### config.mk
export PLATFORM = sky130hd
export DESIGN_NAME = rename_rat
export DESIGN_NICKNAME = d
export VERILOG_FILES = /design/src/rtl/rename_rat.sv
export SDC_FILE = /design/constraint.sdc
export NUM_CORES = 1
export LEC_CHECK = 0
export ABC_AREA = 1
export CAP_MARGIN = 20
export CORE_AREA = 2 2 157 313
export CTS_CLUSTER_SIZE = 8
export DETAILED_ROUTE_END_ITERATION = 7
export DIE_AREA = 0 0 159 315
export PLACE_DENSITY_LB_ADDON = 0.05
export SYNTH_ARGS = -nofsm -noshare
export SYNTH_HDL_FRONTEND = slang
export SYNTH_SLANG_ARGS = --single-unit
### constraint.sdc
create_clock -name CLK -period 3.66 [get_ports CLK]
set_input_delay 0.732 -clock CLK [delete_from_list [all_inputs] [get_ports CLK]]
set_output_delay 0.732 -clock CLK [all_outputs]
set_load 0.01 [all_outputs]
### src/rtl/rename_rat.sv
// rename_rat: speculative RAT plus circular free list feeding the ROB, restored from the retirement RAT on flush
module rename_rat #(
  parameter int AREG_BITS = 5,
  parameter int PREG_BITS = 6,
  parameter int PAYLOAD_WIDTH = 32,
  parameter int ROB_ADDRWIDTH = 4,
  parameter int RENROB_DATAWIDTH = PAYLOAD_WIDTH + 1 + AREG_BITS + 2 * PREG_BITS
) (
  input  logic                                   CLK,
  input  logic                                   RESET,
  input  logic                                   FREEZE,
  input  logic                                   dec_valid_IN,
  input  logic                                   dec_hasDest_IN,
  input  logic [AREG_BITS-1:0]                   dec_srcA_IN,
  input  logic [AREG_BITS-1:0]                   dec_srcB_IN,
  input  logic [AREG_BITS-1:0]                   dec_dest_IN,
  input  logic [PAYLOAD_WIDTH-1:0]               dec_payload_IN,
  output logic                                   ren_stall_OUT,
  output logic                                   ren_valid_OUT,
  output logic [PREG_BITS-1:0]                   ren_pSrcA_OUT,
  output logic [PREG_BITS-1:0]                   ren_pSrcB_OUT,
  output logic [PREG_BITS-1:0]                   ren_pDest_OUT,
  output logic [ROB_ADDRWIDTH-1:0]               ren_robIdx_OUT,
  output logic                                   tROB_pushReq_OUT,
  output logic [RENROB_DATAWIDTH-1:0]            tROB_pushData_OUT,
  input  logic                                   fROB_full_IN,
  input  logic [ROB_ADDRWIDTH-1:0]               fROB_curTail_IN,
  input  logic                                   com_retire_IN,
  input  logic [PREG_BITS-1:0]                   com_freePreg_IN,
  input  logic                                   flush_IN,
  input  logic [(1<<AREG_BITS)*PREG_BITS-1:0]    retRat_IN
);
  localparam int NUM_AREGS = 1 << AREG_BITS;
  localparam int NUM_PREGS = 1 << PREG_BITS;
  localparam int NFREE = NUM_PREGS - NUM_AREGS;
  localparam int FL_BITS = $clog2(NFREE);
  localparam int PTR_BITS = FL_BITS + 1;
  logic [PREG_BITS-1:0] rat_q [NUM_AREGS];
  logic [PREG_BITS-1:0] fl_q [NFREE];
  logic [PTR_BITS-1:0] spec_head_q, spec_head_d, ret_head_q, ret_head_d, tail_q, tail_d, free_count;
  logic eff_dest, fire, commit, flush;
  logic [PREG_BITS-1:0] p_src_a, p_src_b, p_dest, p_old_dest;
  logic valid_q, push_q;
  logic [PREG_BITS-1:0] src_a_q, src_b_q, dest_q;
  logic [ROB_ADDRWIDTH-1:0] rob_idx_q;
  logic [RENROB_DATAWIDTH-1:0] push_data_q;
  // Lookup, stall decision and pointer next-state; the free count uses registered pointers only
  always_comb begin
    eff_dest = dec_hasDest_IN && (dec_dest_IN != '0);
    free_count = tail_q - spec_head_q;
    ren_stall_OUT = dec_valid_IN && (fROB_full_IN || (eff_dest && free_count == '0) || flush_IN || FREEZE);
    fire = dec_valid_IN && !ren_stall_OUT && RESET;
    commit = com_retire_IN && !FREEZE;
    flush = flush_IN && !FREEZE;
    p_src_a = rat_q[dec_srcA_IN];
    p_src_b = rat_q[dec_srcB_IN];
    p_dest = eff_dest ? fl_q[spec_head_q[FL_BITS-1:0]] : '0;
    p_old_dest = eff_dest ? rat_q[dec_dest_IN] : '0;
    ret_head_d = ret_head_q + PTR_BITS'(commit);
    tail_d = tail_q + PTR_BITS'(commit);
    spec_head_d = flush ? ret_head_d : spec_head_q + PTR_BITS'(fire && eff_dest);
  end
  // Mapping table and free list: commit refills at tail, flush restores, rename allocates at specHead
  always_ff @(posedge CLK) begin
    if (!RESET) begin
      for (int i = 0; i < NUM_AREGS; i++) rat_q[i] <= PREG_BITS'(i);
      for (int k = 0; k < NFREE; k++) fl_q[k] <= PREG_BITS'(NUM_AREGS + k);
      spec_head_q <= '0;
      ret_head_q <= '0;
      tail_q <= PTR_BITS'(NFREE);
    end else begin
      if (commit) fl_q[tail_q[FL_BITS-1:0]] <= com_freePreg_IN;
      if (flush) begin
        for (int i = 0; i < NUM_AREGS; i++) rat_q[i] <= retRat_IN[i*PREG_BITS +: PREG_BITS];
      end else if (fire && eff_dest) begin
        rat_q[dec_dest_IN] <= p_dest;
      end
      spec_head_q <= spec_head_d;
      ret_head_q <= ret_head_d;
      tail_q <= tail_d;
    end
  end
  // Registered rename results and ROB push; data holds when nothing fires
  always_ff @(posedge CLK) begin
    if (!RESET) begin
      valid_q <= 1'b0;
      push_q <= 1'b0;
      src_a_q <= '0;
      src_b_q <= '0;
      dest_q <= '0;
      rob_idx_q <= '0;
      push_data_q <= '0;
    end else begin
      valid_q <= fire;
      push_q <= fire;
      if (fire) begin
        src_a_q <= p_src_a;
        src_b_q <= p_src_b;
        dest_q <= p_dest;
        rob_idx_q <= fROB_curTail_IN;
        push_data_q <= {dec_payload_IN, eff_dest, dec_dest_IN, p_dest, p_old_dest};
      end
    end
  end
  assign ren_valid_OUT = valid_q;
  assign tROB_pushReq_OUT = push_q;
  assign ren_pSrcA_OUT = src_a_q;
  assign ren_pSrcB_OUT = src_b_q;
  assign ren_pDest_OUT = dest_q;
  assign ren_robIdx_OUT = rob_idx_q;
  assign tROB_pushData_OUT = push_data_q;
endmodule

==> results.py <==
metrics = {
    "logic_synthesis": {
        "synth.avg_cell_area_um2": 7.41,
        "synth_top_area_share_pct": 42.7,
        "synth_cell_type_count": 35,
        "synth_common_cells": "1642 x nand2_1, 441 x nand3_1, 384 x edfxtp_1",
        "synthTopCellsByArea": "edfxtp_1 43%, nand2_1 23%, nand3_1 8.2%",
        "synthesis.area_um2": 27000,
        "yosys.area.top_type": "edfxtp_1",
        "async_reset_ff_share_pct": 0,
        "synth_edf_count": 384,
        "synth_flop_cell": "edfxtp_1",
        "syn_inst": 3648,
        "synth.most_common_cell": "nand2_1",
        "yosys_warnings": 0,
        "ys_seq_elements": 469,
        "seq_area_frac_synth_pct": 48.9,
        "syn_nets": 3916,
    },
    "outcome": {
        "status": "complete, no violations",
    },
    "power_and_ir_drop": {
        "total_power_mw": 14.2,
        "cellPowerDensity_nw_per_um2": 427,
        "vdd.ir_drop.worst_mv": 0.491,
        "leakage_nw": 13.2,
    },
    "place": {
        "pre_cts_ws_ns": 0.233,
        "dpl.cell_count": 4498,
        "portBuffers": 331,
        "finalWeightedCongestion": 0.994,
        "post-dp-hpwl_um": 67000,
        "place_area_um2": 31300,
    },
    "finish": {
        "area_growth_pct": 23.2,
        "final_util_pct": 69.5,
        "nFillCells": 3989,
        "nets": 4198,
        "fin_area_um2": 33300,
        "fin_cells": 4614,
        "drive_gt1_share_pct": 7.04,
    },
    "sta": {
        "worst_pin_slew_ns": 0.962,
        "whs_ns": 0.459,
        "timing.clock.skew_ns": 0.0242,
        "setup_violations": 0,
        "fmaxAchievable_ghz": 0.309,
        "period_share_pct": 88.3,
        "hold_viol": 0,
        "rsz0062_at_grt": "no",
        "min_period_ns": 3.23,
        "slew_headroom_pct": 35.9,
        "fin_ws_ns": 0.427,
        "slew_violations": 0,
        "fin_setup_tns_ns": 0,
    },
    "detailed_routing": {
        "drt_first_pass_iters": 8,
        "wirelength_um": 97600,
        "drc": 0,
        "vias": 27200,
        "vias_per_cell": 5.90,
        "drtIter0Drc": 3586,
        "drtAntennaViolNets": 0,
        "wl_per_cell_um": 21.1,
    },
    "global_routing": {
        "grt_max_degree": 97,
        "antenna_found_initial": 1,
        "grt_pass1_wl_um": 148000,
        "grt_usage_pct": 38.2,
        "gr-total-overflow": 0,
        "grt_pass1_vias": 25800,
    },
    "cts": {
        "cts_buffer_depth": 3,
        "clk_pin_slew_ns": 0.05,
        "clock_latency_ns": 0.61,
        "clock_sinks": 469,
        "cts_hold_buf": 0,
        "h-tree-depth": 3,
        "clock-root-buffer": "clkbuf_16",
        "cts_tree": "done",
        "cts_buffers": 68,
    },
    "setup_path": {
        "cp.arrival_ns": 2.50,
        "path_class": "flip-flop to output port",
        "critical_path_required_ns": 2.93,
        "start_kind": "flip-flop",
        "end_kind": "output port",
        "path_max_fanout": 8,
    },
    "floorplanning": {
        "rows": 114,
        "coreArea_um2": 47900,
        "die_w_um": 159,
        "io_pins": 332,
        "die_area_um2": 50100,
        "die_h_um": 315,
        "start_util_pct": 56.4,
    },
    "job": {
        "maxCapViolCount": 0,
    },
    "worst_hold_path": {
        "hold_class": "flip-flop to flip-flop",
    },
}
-- metal layers --
layer  share of wire, %  up-vias  GRT usage (%)
met3                 12      327           7.31
met2                 46     1914           60.1
met4                5.7        0           20.7
met5                  0        -              0
met1                 37    12400           50.3
li1                   -    12600              -
-- layout make-up --
cell class / instances / area [um^2] / share of cell area (%)
well taps: 638 / 798 / 2.40
diodes: 1 / 2.50 / 0.00751
clock buffers: 109 / 1870 / 5.60
inverters: 102 / 385 / 1.16
repair buffers: 463 / 4590 / 13.8
multi-input cells: 2826 / 12300 / 37.0
flip-flops and latches: 469 / 13200 / 39.7
clock inverters: 6 / 114 / 0.342
-- flip-flops by register name, summed over array words and instances (netlist names), 5 cells and up --
signal / flops
fl_q: 192
rat_q: 192
tROB_pushData_OUT: 45
ren_pSrcA_OUT: 6
ren_pSrcB_OUT: 6
ret_head_q: 6
spec_head_q: 6
tail_q: 6
ren_pDest_OUT: 5
-- final timing paths --
kind,from,end,slack [ns],cells after the start
worst max-delay path,spec_head_q[4],ren_stall_OUT,0.43,10
worst min-delay path,tROB_pushData_OUT[25],tROB_pushData_OUT[25],0.46,2
worst max register to register,spec_head_q[4],spec_head_q[5],0.82,14
worst min register to register,tROB_pushData_OUT[25],tROB_pushData_OUT[25],0.46,2
-- repair_timing --
item                                    in CTS  in global routing
gates resized for setup                      2                  1
setup buffers                                0                  0
endpoints found under the setup margin       1                  1
-- logic make-up (layout without fill, tap and decap cells) --
group | Yosys count | after routing | share of synthesized area, %
and+or+nand+nor | 2428 | 2428 | 36.6
DFF | 469 | 469 | 48.9
buffers and inverters | 353 | 680 | 5.76
xor gates and xnor gates | 6 | 6 | 0.194
adders and majority gates | 11 | 11 | 0.509
other | 0 | 1 | 0
AOI/OAI and AO/OA | 381 | 381 | 7.98
-- cell usage in the layout (no fill, tap or decap), types with 3 or more instances in the layout --
cell and n:
nor3_2 7, clkbuf_1 40, o21ai_0 149, nor2_2 21
o211ai_1 12, dfxtp_1 83, nand2_1 1642, xor2_1 4
a21oi_1 82, buf_12 25, buf_2 5, nor2_1 286
clkinv_1 3, inv_1 87, inv_2 11, buf_4 108
edfxtp_1 384, clkbuf_16 68, clkdlybuf4s50_1 324, ha_1 11
nor3_1 6, o22ai_1 80, o21bai_1 39, nor2_4 20
o21ai_1 14, nand3_1 441
-- worst max-delay path, cell delays in order, from the launching register on --
cell and delay, ns:
dfxtp_2 0.43, clkinv_1 0.12, ha_1 0.33, nor2_1 0.18, inv_1 0.07, nand2_1 0.06, nand2_1 0.04, nor2_1 0.14
nand2_2 0.13, a21boi_1 0.19, dlymetal6s2s_1 0.20
-- report_power, final --
group | leakage, nW | internal [mW] | switching (mW)
clock network | 0.941 | 3.50 | 2.40
logic | 8.11 | 0.765 | 1.26
registers | 4.19 | 6.05 | 0.248
Note: power is estimated with default switching activity, not from simulation.
